===== src/rtl/seq_div_pkg.sv =====
// Shared types and defaults for the sequential restoring divider.
// Signed operation is enabled with the SEQ_DIV_SIGNED_EN macro.
package seq_div_pkg;

    typedef enum logic [1:0] {
        IDLE = 2'd0,
        BUSY = 2'd1,
        DONE = 2'd2
    } state_t;

    localparam int DEF_WIDTH = 32;

endpackage


===== src/rtl/div_step.sv =====
// One restoring-division iteration: shift in the next dividend bit,
// trial-subtract the divisor and keep the difference if it fits.
module div_step #(
    parameter int WIDTH = 32
) (
    input  logic [WIDTH:0]   i_rem,
    input  logic [WIDTH-1:0] i_quo,
    input  logic [WIDTH-1:0] i_dvs,
    output logic [WIDTH:0]   o_rem,
    output logic [WIDTH-1:0] o_quo
);

    logic [WIDTH:0] w_shift;
    logic [WIDTH:0] w_diff;
    logic           w_ge;

    always_comb begin
        w_shift = {i_rem[WIDTH-1:0], i_quo[WIDTH-1]};
        w_diff  = w_shift - {1'b0, i_dvs};
        // A set top bit would mean the shifted value already exceeds the divisor
        w_ge    = i_rem[WIDTH] | (w_shift >= {1'b0, i_dvs});
        o_rem   = w_ge ? w_diff : w_shift;
        o_quo   = {i_quo[WIDTH-2:0], w_ge};
    end

endmodule


===== src/rtl/seq_div.sv =====
// Sequential restoring divider, one quotient bit per cycle, valid/ready I/O.
// Define SEQ_DIV_SIGNED_EN to add the op_signed port for two's complement.
module seq_div
    import seq_div_pkg::*;
#(
    parameter int WIDTH = DEF_WIDTH
) (
    input  logic             clk,
    input  logic             rst_n,
    input  logic             in_valid,
    output logic             in_ready,
    input  logic [WIDTH-1:0] dividend,
    input  logic [WIDTH-1:0] divisor,
`ifdef SEQ_DIV_SIGNED_EN
    input  logic             op_signed,
`endif
    output logic             out_valid,
    input  logic             out_ready,
    output logic [WIDTH-1:0] quotient,
    output logic [WIDTH-1:0] remainder,
    output logic             div_zero
);

    localparam int CW = (WIDTH > 1) ? $clog2(WIDTH) : 1;
    localparam logic [CW-1:0] LAST = CW'(WIDTH - 1);

    state_t           r_state;
    logic             r_in_ready;
    logic             r_out_valid;
    logic [WIDTH-1:0] r_quotient;
    logic [WIDTH-1:0] r_remainder;
    logic             r_div_zero;
    logic [WIDTH:0]   r_rem;
    logic [WIDTH-1:0] r_quo;
    logic [WIDTH-1:0] r_dvs;
    logic [CW-1:0]    r_cnt;

    logic [WIDTH:0]   w_rem;
    logic [WIDTH-1:0] w_quo;
    logic [WIDTH-1:0] w_mag_a;
    logic [WIDTH-1:0] w_mag_b;
    logic [WIDTH-1:0] w_q_fin;
    logic [WIDTH-1:0] w_r_fin;

`ifdef SEQ_DIV_SIGNED_EN
    logic w_neg_a;
    logic w_neg_b;
    logic r_neg_q;
    logic r_neg_r;
`endif

    div_step #(.WIDTH(WIDTH)) u_step (
        .i_rem (r_rem),
        .i_quo (r_quo),
        .i_dvs (r_dvs),
        .o_rem (w_rem),
        .o_quo (w_quo)
    );

    // Magnitudes go into the datapath; signs are re-applied on DONE entry
    always_comb begin
        w_mag_a = dividend;
        w_mag_b = divisor;
        w_q_fin = w_quo;
        w_r_fin = w_rem[WIDTH-1:0];
`ifdef SEQ_DIV_SIGNED_EN
        w_neg_a = op_signed & dividend[WIDTH-1];
        w_neg_b = op_signed & divisor[WIDTH-1];
        if (w_neg_a) w_mag_a = -dividend;
        if (w_neg_b) w_mag_b = -divisor;
        if (r_neg_q) w_q_fin = -w_quo;
        if (r_neg_r) w_r_fin = -w_rem[WIDTH-1:0];
`endif
    end

    always_ff @(posedge clk or negedge rst_n) begin
        if (!rst_n) begin
            r_state     <= IDLE;
            r_in_ready  <= 1'b1;
            r_out_valid <= 1'b0;
            r_quotient  <= '0;
            r_remainder <= '0;
            r_div_zero  <= 1'b0;
            r_rem       <= '0;
            r_quo       <= '0;
            r_dvs       <= '0;
            r_cnt       <= '0;
`ifdef SEQ_DIV_SIGNED_EN
            r_neg_q     <= 1'b0;
            r_neg_r     <= 1'b0;
`endif
        end else begin
            unique case (r_state)
                IDLE: begin
                    if (in_valid) begin
                        r_in_ready <= 1'b0;
                        if (divisor == '0) begin
                            r_state     <= DONE;
                            r_out_valid <= 1'b1;
                            r_quotient  <= '1;
                            r_remainder <= dividend;
                            r_div_zero  <= 1'b1;
                        end else begin
                            r_state <= BUSY;
                            r_rem   <= '0;
                            r_quo   <= w_mag_a;
                            r_dvs   <= w_mag_b;
                            r_cnt   <= '0;
`ifdef SEQ_DIV_SIGNED_EN
                            r_neg_q <= w_neg_a ^ w_neg_b;
                            r_neg_r <= w_neg_a;
`endif
                        end
                    end
                end
                BUSY: begin
                    r_rem <= w_rem;
                    r_quo <= w_quo;
                    r_cnt <= r_cnt + CW'(1);
                    if (r_cnt == LAST) begin
                        r_state     <= DONE;
                        r_cnt       <= '0;
                        r_out_valid <= 1'b1;
                        r_quotient  <= w_q_fin;
                        r_remainder <= w_r_fin;
                        r_div_zero  <= 1'b0;
                    end
                end
                DONE: begin
                    if (out_ready) begin
                        r_state     <= IDLE;
                        r_out_valid <= 1'b0;
                        r_in_ready  <= 1'b1;
                    end
                end
                default: begin
                    r_state    <= IDLE;
                    r_in_ready <= 1'b1;
                end
            endcase
        end
    end

    assign in_ready  = r_in_ready;
    assign out_valid = r_out_valid;
    assign quotient  = r_quotient;
    assign remainder = r_remainder;
    assign div_zero  = r_div_zero;

endmodule


===== config.mk =====
export PLATFORM = sky130hd
export DESIGN_NAME = seq_div
export DESIGN_NICKNAME = d
export VERILOG_FILES = /design/src/rtl/seq_div_pkg.sv /design/src/rtl/div_step.sv /design/src/rtl/seq_div.sv
export SDC_FILE = /design/constraint.sdc
export NUM_CORES = 1
export LEC_CHECK = 0
export BUFFER_PORTS_ARGS = -buffer_cell sky130_fd_sc_hd__buf_2
export CORE_MARGIN = 4
export CORE_UTILIZATION = 25
export CTS_CLUSTER_DIAMETER = 80
export DETAILED_ROUTE_END_ITERATION = 8
export GPL_ROUTABILITY_DRIVEN = 0
export PLACE_DENSITY = 0.42
export SLEW_MARGIN = 5
export SYNTH_ARGS = -nofsm -noshare
export SYNTH_HDL_FRONTEND = slang
export SYNTH_SLANG_ARGS = --single-unit

===== constraint.sdc =====
create_clock -name clk -period 6.3 [get_ports clk]
set_input_delay 0.945 -clock clk [delete_from_list [all_inputs] [get_ports clk]]
set_output_delay 0.945 -clock clk [all_outputs]
set_load 0.005 [all_outputs]

==> results of run 1 <==
## sequential cells by signal, summed over array words and instances, names as in the netlist
signal,count
div_zero,1
quotient,32
r_state,2
remainder,32
r_rem,33
r_quo,32
r_dvs,32
in_ready,1
out_valid,1
r_cnt,5
## report_power, final
part | total [mW] | switching [mW] | internal [mW] | leakage (nW)
Sequential | 1.96 | 0.349 | 1.61 | 2.08
Clock | 1.10 | 0.522 | 0.581 | 0.296
Combinational | 3.43 | 2.09 | 1.34 | 2.89
## stage by stage
stage               hold WS [ns]  util [%]  power (mW)
finish                     0.462      30.3        6.50
global placement           0.446      28.6        5.44
global route               0.491      30.3        7.10
floorplan                  0.445         -        4.31
detailed placement         0.450      28.6        5.46
CTS                        0.469      30.3        6.59
## path summary, 6_finish.rpt
| path | to | slack (ns) | cells after the start |
|---|---|---|---|
| max | r_rem[32] | 2.45 | 13 |
| min | quotient[20] | 0.46 | 2 |
| max reg2reg | r_rem[32] | 2.45 | 13 |
| min reg2reg | quotient[20] | 0.46 | 2 |
| max in group asynchronous | r_rem[9] | 4.52 | 2 |
| min in group asynchronous | quotient[28] | 0.61 | 1 |
## area by class of cell
cell class	count	area (µm²)	share of cell area [%]
flip-flops and latches	171	4280	38.4
clock buffers	18	439	3.94
repair buffers	144	752	6.75
diodes	2	5.00	0.0449
inverters	57	214	1.92
clock inverters	14	168	1.51
multi-input cells	741	4690	42.1
well taps	468	586	5.26
## kinds of logic (layout without fill, tap and decap cells)
logic type / after synthesis / count (layout) / share of synthesized area [%]
other cells: 0 / 2 / 0
compound gates: 284 / 284 / 17.9
xor+xnor: 20 / 20 / 1.87
flops: 171 / 171 / 45.7
fa+ha+maj: 38 / 38 / 5.15
buf+inv: 110 / 233 / 4.59
simple gates: 310 / 310 / 14.6
mux: 89 / 89 / 10.2
## layout by cell type, fill, tap and decap left out, types with 3 or more instances in the layout
| cell type | netlist | layout |
|---|---|---|
| o21ai_0 | 101 | 101 |
| a21o_1 | 16 | 16 |
| o211ai_1 | 9 | 9 |
| a21oi_1 | 86 | 86 |
| nor4_1 | 11 | 11 |
| o21a_1 | 3 | 3 |
| buf_4 | 1 | 10 |
| or3_1 | 7 | 7 |
| nand4_1 | 7 | 7 |
| buf_2 | 5 | 133 |
| mux2_4 | 3 | 3 |
| nand2_1 | 143 | 143 |
| and3_1 | 21 | 21 |
| ha_1 | 37 | 36 |
| mux2i_1 | 47 | 47 |
| xor2_1 | 9 | 9 |
| a31oi_1 | 20 | 20 |
| o22ai_1 | 6 | 6 |
| xnor2_1 | 11 | 11 |
| nor3_1 | 9 | 9 |
| o21bai_1 | 5 | 5 |
| nand3_1 | 17 | 17 |
| nor2_1 | 78 | 76 |
| dfrtp_1 | 170 | 170 |
| nor3b_1 | 3 | 3 |
| inv_6 | 0 | 6 |
| o21ai_1 | 10 | 8 |
| inv_1 | 56 | 56 |
| clkbuf_16 | 0 | 17 |
| mux2_2 | 38 | 38 |
| nor2b_1 | 5 | 5 |
| inv_8 | 0 | 4 |
| o22a_1 | 3 | 3 |
## layer usage
layer	up-vias	wire, µm	share of wire, %
met5	-	13	0.045
met4	2	313	1.1
met3	13	1320	4.5
met2	157	12600	43
met1	3638	14900	51
li1	3812	-	-
## worst max-delay path, delay by kind of cell, from the launching register on
kind,cells,cell delay (ns)
AO/OA/AOI/OAI,8,2.21
flip-flops,1,0.44
adder cells (fa/ha/maj),2,0.57
multiplexers,1,0.38
buffers and inverters,2,0.16
==> results.toml, run 1 <==
[run_status]
status = "finished, final reports clean"

[pwr]
peakVddDrop_mv = 0.232
p_leak_nw = 5.27
powerDensity_nw_per_um2 = 583

[global_routing]
grtUsageMet1_pct = 21.5
grt_pass1_vias = 7627
met3_usage_pct = 3.05
grt_first_pass_wirelength_mm = 46.4
met2_usage_pct = 21.5
busiest_layer = "met1"
grt_usage_pct = 14.4
grt_max_degree = 96
grt-ovfl-total = 0
antenna_found_initial = 2

[floorplanning]
dieHeight_um = 202
io_pins = 135
core_um2 = 36800
start_util_pct = 25.5
dieWidth_um = 202
core.rowCount = 70
die-area_um2 = 40600

[worst_setup_path]
cp_common_cell = "a21oi_1"
timing.rr.start = "r_quo[31]"
end_kind = "flop"
crit_chain = "inv_1, ha_1, inv_1, fa_1, a21oi_1, o211ai_1, a21oi_1, a21oi_1, o21ai_1, o21ai_0, o41ai_1, mux2_2, o21ai_0"
crit_start = "r_quo[31]"
path_class = "reg2reg"
required_ns = 6.64
slowest_delay_ns = 0.50
cp_slowest_cell = "o21ai_1"
crit_arrival_ns = 4.19
worstPathMaxFanout = 7
worst_setup_path_start_kind = "flop"

[flow_run]
cap_violations = 0

[layout]
final_cell_area_um2 = 11100
drive_gt1_share_pct = 20.6
nFillCells = 3903
fin_nets = 1238
syn_to_final_growth_pct = 18.9
final_cells = 1615

[timing]
setup_violations = 0
period_minus_slack_ns = 3.85
setup_slack_ns = 2.45
rsz0062_at_grt = "false"
fmax_ghz = 0.260
tightest_slew_ns = 1.07
fin_setup_tns_ns = 0
fin_crit_sh_pct = 61.1
clock_skew_ns = 0.0116
max_slew_margin_pct = 28.7
timing_hold_violations_final = 0
finalMaxSlewViolations = 0

[clocking]
clock_latency_ns = 0.44
holdBufCountCts = 0
clk_root_buffer_cell = "clkbuf_16"
clk_pin_slew_ns = 0.08
post_cts_buffers = 0
cts_max_path_buffers = 2
cts.sinks = 171
cts_tree = "built"
htree_levels = 4
cts_resized = 0
cts_buffers = 17

[synth]
synth_edf_count = 0
ys_ff_latch = 171
avgSynthCellArea_um2 = 9.17
yosysWarnings = 0
synth.distinct_cells = 61
synth_common_cells = "170 x dfrtp_1, 143 x nand2_1, 101 x o21ai_0"
synth_top_area_cell = "dfrtp_1"
yosysSeqAreaShare_pct = 45.7
async_flop_share_pct = 100
ys.flop_type = "dfrtp_1"
synthCells = 1022
yosysMostFrequentCell = "dfrtp_1"
syn-num-nets = 1128
netlist_area_um2 = 9370
yosys.area.top_type_share_pct = 45.4
ys_top_cells_by_area = "dfrtp_1 45%, nand2_1 5.7%, o21ai_0 5.4%"

[placement]
portBuffers = 134
placed_cell_area_um2 = 10500
post-place-ws_ns = 1.82
hpwlAfterDp_mm = 21.8
dp_cells = 1581

[routing]
wl_mm = 29.2
drt_iter0_drc = 422
vias = 7622
drc_errors = 0
viasPerCell = 4.72
wl_per_cell_um = 18.1
postRouteAntennaNets = 0
firstDrtPassIters = 6

[worst_hold_path]
hold_start = "quotient[20]"
hold_path.class = "reg2reg"
(Power assumes the default switching activity.)
==> inputs of run 2 (changes only) <==
==> constraint.sdc (replaced) <==
create_clock -name clk -period 3.6 [get_ports clk]
set_input_delay 0.54 -clock clk [delete_from_list [all_inputs] [get_ports clk]]
set_output_delay 0.54 -clock clk [all_outputs]
set_load 0.005 [all_outputs]
==> run 2 against run 1 <==
Effect of this change:
- global-route usage grew 0.18 points
- critical path depth shrank 5
- clock power grew 75%
- sequential share of layout area shrank 0.75 points
- setup slack lost 2.0 ns
- utilization grew 0.61 points
- via count grew 1.2%
- sequential power grew 78%
- critical endpoint is now r_quo[31]
- largest cell class unchanged
- highest routed layer unchanged
==> results.toml, run 2 (synthesis results as in run 1) <==
[flow_run]
cap_violations = 0

[clocking]
holdBufCountCts = 0
cts_buffers = 17
cts_tree = "built"
clk_root_buffer_cell = "clkbuf_16"
clock_latency_ns = 0.44
cts_max_path_buffers = 2
clk_pin_slew_ns = 0.07
cts_resized = 0
post_cts_buffers = 0
cts.sinks = 171
htree_levels = 4

[floorplanning]
dieHeight_um = 202
dieWidth_um = 202
core.rowCount = 70
die-area_um2 = 40600
core_um2 = 36800
io_pins = 135
start_util_pct = 25.5

[routing]
drt_iter0_drc = 420
wl_per_cell_um = 18.2
drc_errors = 0
vias = 7714
postRouteAntennaNets = 0
firstDrtPassIters = 4
wl_mm = 29.7
viasPerCell = 4.72

[layout]
final_cell_area_um2 = 11400
largest_reg_flops = 33
drive_gt1_share_pct = 22.2
antenna_cells = 0
layout_commonest_cell = "dfrtp_1"
syn_to_final_growth_pct = 21.2
fin_nets = 1261
nFillCells = 3934
final_cell_mix = "170 x dfrtp_1, 143 x nand2_1, 133 x buf_2"
regMostFlops = "r_rem"

[placement]
portBuffers = 134
placed_cell_area_um2 = 10700
post-place-ws_ns = -0.170
hpwlAfterDp_mm = 22.9

[timing]
period_minus_slack_ns = 3.16
rsz0062_at_grt = "false"
whs_ns = 0.122
fin_setup_tns_ns = 0
finalMaxSlewViolations = 0
setup_violations = 0
clock_skew_ns = 0.00890
fin_crit_sh_pct = 87.7
setup_slack_ns = 0.444
fmax_ghz = 0.317
max_slew_margin_pct = 45.8
tightest_slew_ns = 0.814
timing_hold_violations_final = 0

[worst_setup_path]
end_kind = "flop"
worstPathMaxFanout = 52
slowest_delay_ns = 0.60
path_class = "in2reg"
worst_setup_path_start_kind = "input pin"
critPathTopFamily = "simple AND/OR/NAND/NOR gates"
critical_path_buf_inv_count = 2
crit_chain = "buf_2, nor4_1, nand4_1, o211ai_1, o21ai_4, buf_4, nor2_1, a31oi_1"
crit_arrival_ns = 3.39
required_ns = 3.83
cp_slowest_cell = "o211ai_1"

[pwr]
peakVddDrop_mv = 0.372
powerDensity_nw_per_um2 = 1020
finalPower_mw = 11.6
p_leak_nw = 5.39

[global_routing]
grt-ovfl-total = 0
grt_max_degree = 70
grt_usage_pct = 14.6
grt_first_pass_wirelength_mm = 47.4
grt_pass1_vias = 7930
antenna_found_initial = 2

[worst_hold_path]
hold_path.class = "in2async"

[run_status]
status = "finished, final reports clean"
run 2: stage by stage:
step | std cells | util (%)
finish | 1636 | 30.9
global route | 1636 | 30.9
CTS | 1636 | 30.9
detailed placement | 1604 | 29.2
global placement | 1604 | 29.2
floorplan | 1022 | -
run 2: worst paths after layout:
kind                                      end          from  cells past startpoint  slack (ns)
worst min register to register   quotient[22]  quotient[22]                      2        0.46
min in group clk                     r_dvs[0]    divisor[0]                      2        0.35
worst max register to register  remainder[20]      r_dvs[1]                     12        0.46
worst max-delay path                r_quo[31]    divisor[1]                      8        0.44
max in group asynchronous            in_ready         rst_n                      2        2.67
worst min-delay path             quotient[26]         rst_n                      1        0.12
run 2: final cells by class:
class                      instances  area [µm²]  share of cell area, %
multi-input combinational        741        4690                   41.3
sequential                       171        4280                   37.7
timing repair buffer             167         975                   8.58
tap                              468         586                   5.15
clock buffer                      19         453                   3.99
inverter                          57         214                   1.88
clock inverter                    13         159                   1.40
run 2: report_power, final:
part           internal [mW]  leakage [nW]  switching (mW)  total, mW
logic                   2.53          3.02            3.66       6.19
registers               2.82          2.08           0.659       3.48
clock network           1.08         0.291           0.848       1.92
run 2: metal layers:
metal / GRT usage [%] / vias up / routed length, µm
li1: - / 3872 / -
met1: 21.9 / 3684 / 15600
met2: 21.7 / 130 / 12600
met3: 2.76 / 24 / 1050
met4: 3.30 / 4 / 394
met5: 0 / - / 27
==> inputs of run 3 (changes only) <==
--- a/config.mk
+++ b/config.mk
@@ -6,7 +6,6 @@
 export NUM_CORES = 1
 export LEC_CHECK = 0
 export BUFFER_PORTS_ARGS = -buffer_cell sky130_fd_sc_hd__buf_2
-export CORE_MARGIN = 4
 export CORE_UTILIZATION = 25
 export CTS_CLUSTER_DIAMETER = 80
 export DETAILED_ROUTE_END_ITERATION = 8
==> run 3 against run 2 <==
Effect of this change:
- critical path depth is 3 higher
- register-to-register slack hardly changed
- final cell count is 0.12% lower
- fmax is 0.41% higher
- worst hold slack worse by 0.034 ns
- setup slack better by 0.013 ns
- clock skew is 0.0016 ns lower
- global-route usage is 1.2 points higher
- wire length is 2.1% lower
- via count is 0.60% higher
- total power is 0.37% lower
==> results.toml, run 3 (synthesis results as in run 1) <==
[worst_setup_path]
slowest_delay_ns = 0.44
path_class = "reg2reg"
crit_chain = "ha_1, nor2b_1, o31a_2, o21ai_1, a21oi_2, o21ai_2, a211oi_4, nor2_4, buf_4, mux2i_1, o21ai_0"
critical_path_buf_inv_count = 1
worst_setup_path_start_kind = "flop"
ff2ff_path_depth = 11
critPathTopFamily = "compound AO/OA/AOI/OAI gates"
rrSetupSlack_ns = 0.46
cp-endpoint = "remainder[4]"
end_kind = "flop"
cp_slowest_cell = "dfrtp_1"
crit_arrival_ns = 3.45
reg2reg_to = "remainder[4]"
timing.rr.start = "r_rem[0]"
crit_start = "r_rem[0]"
crit_cells = 11
worstPathMaxFanout = 11
required_ns = 3.91

[routing]
drt_iter0_drc = 414
postRouteAntennaNets = 0
wl_per_cell_um = 17.8
firstDrtPassIters = 4
drc_errors = 0
viasPerCell = 4.75
wl_met3_um = 959
wl_met1_mm = 15.2
top_layer = "met4"
wl_mm = 29.1
wl_met2_mm = 12.6
vias = 7760

[layout]
final_cell_area_um2 = 11300
drive_gt1_share_pct = 21.9
final_cells = 1634
layout_commonest_cell = "dfrtp_1"
fin_nets = 1259
final_cell_mix = "170 x dfrtp_1, 143 x nand2_1, 133 x buf_2"
largest_reg_flops = 33
antenna_cells = 0
nFillCells = 3953
regMostFlops = "r_rem"
syn_to_final_growth_pct = 20.7

[timing]
max_slew_margin_pct = 46.8
clock_skew_ns = 0.00728
setup_violations = 0
whs_ns = 0.0881
fin_setup_tns_ns = 0
finalMaxSlewViolations = 0
timing_hold_violations_final = 0
fmax_ghz = 0.318
fin_crit_sh_pct = 87.3
tightest_slew_ns = 0.798
period_minus_slack_ns = 3.14
rsz0062_at_grt = "false"

[floorplanning]
io_pins = 135
dieHeight_um = 196
start_util_pct = 25.5
core_um2 = 36800
core.rowCount = 70
die-area_um2 = 38300
dieWidth_um = 196

[placement]
hpwlAfterDp_mm = 22.1
portBuffers = 134
placed_cell_area_um2 = 10700
dp_cells = 1602

[clocking]
cts.sinks = 171
clk_root_buffer_cell = "clkbuf_16"
cts_resized = 0
cts_max_path_buffers = 2
cts_buffers = 17
htree_levels = 4
cts_tree = "built"
clk_pin_slew_ns = 0.07
clock_latency_ns = 0.44
post_cts_buffers = 0
holdBufCountCts = 0

[pwr]
p_leak_nw = 5.37
powerDensity_nw_per_um2 = 1020
finalPower_mw = 11.6
peakVddDrop_mv = 0.347

[global_routing]
grt_max_degree = 75
grt-ovfl-total = 0
antenna_found_initial = 1
grt_first_pass_wirelength_mm = 46.4
grt_pass1_vias = 7786
grt_usage_pct = 15.7

[run_status]
status = "finished, final reports clean"

[flow_run]
cap_violations = 0

[worst_hold_path]
hold_path.class = "in2async"
[run 3: cell types whose count changed in the layout (fill, tap and decap cells not counted)]
cell,before,now
clkinv_4,3,4
clkbuf_8,2,0
clkinvlp_4,3,2
clkinv_8,1,0
buf_4,29,27
clkinv_2,1,3
inv_6,2,1
clkbuf_1,0,2
[run 3: stage by stage]
stage	setup WS [ns]	utilization [%]
finish	0.457	30.7
global route	0.209	30.7
CTS	0.424	30.7
detailed placement	0.0964	29.2
global placement	0.0825	29.2
floorplan	0.628	-
[run 3: cell type report]
| type | count | area, µm² | area share (%) |
|---|---|---|---|
| well taps | 468 | 586 | 5.18 |
| clock buffers | 19 | 433 | 3.83 |
| flip-flops and latches | 171 | 4280 | 37.8 |
| clock inverters | 13 | 145 | 1.28 |
| repair buffers | 165 | 960 | 8.48 |
| inverters | 57 | 214 | 1.89 |
| multi-input cells | 741 | 4690 | 41.5 |
[run 3: metal layers]
layer | vias to the layer above | track usage, %
li1 | 3853 | -
met1 | 3761 | 23.0
met5 | - | 0
met3 | 20 | 2.87
met2 | 126 | 23.6
met4 | 0 | 4.11
[run 3: worst min path at each step]
stage	startpoint	end	slack, ns	cells after the start
6_report	rst_n	quotient[27]	0.09	1
2_1_floorplan	rst_n	div_zero	0.24	0
5_1_grt	rst_n	quotient[27]	0.13	1
3_5_place_dp	quotient[2]	quotient[2]	0.45	2
4_1_cts	rst_n	quotient[27]	0.11	1
3_3_place_gp	quotient[15]	quotient[15]	0.45	2
[run 3: power by group]
group,internal [mW],leakage (nW),switching [mW]
Combinational,2.54,3.01,3.69
Clock,1.03,0.279,0.826
Sequential,2.82,2.08,0.637
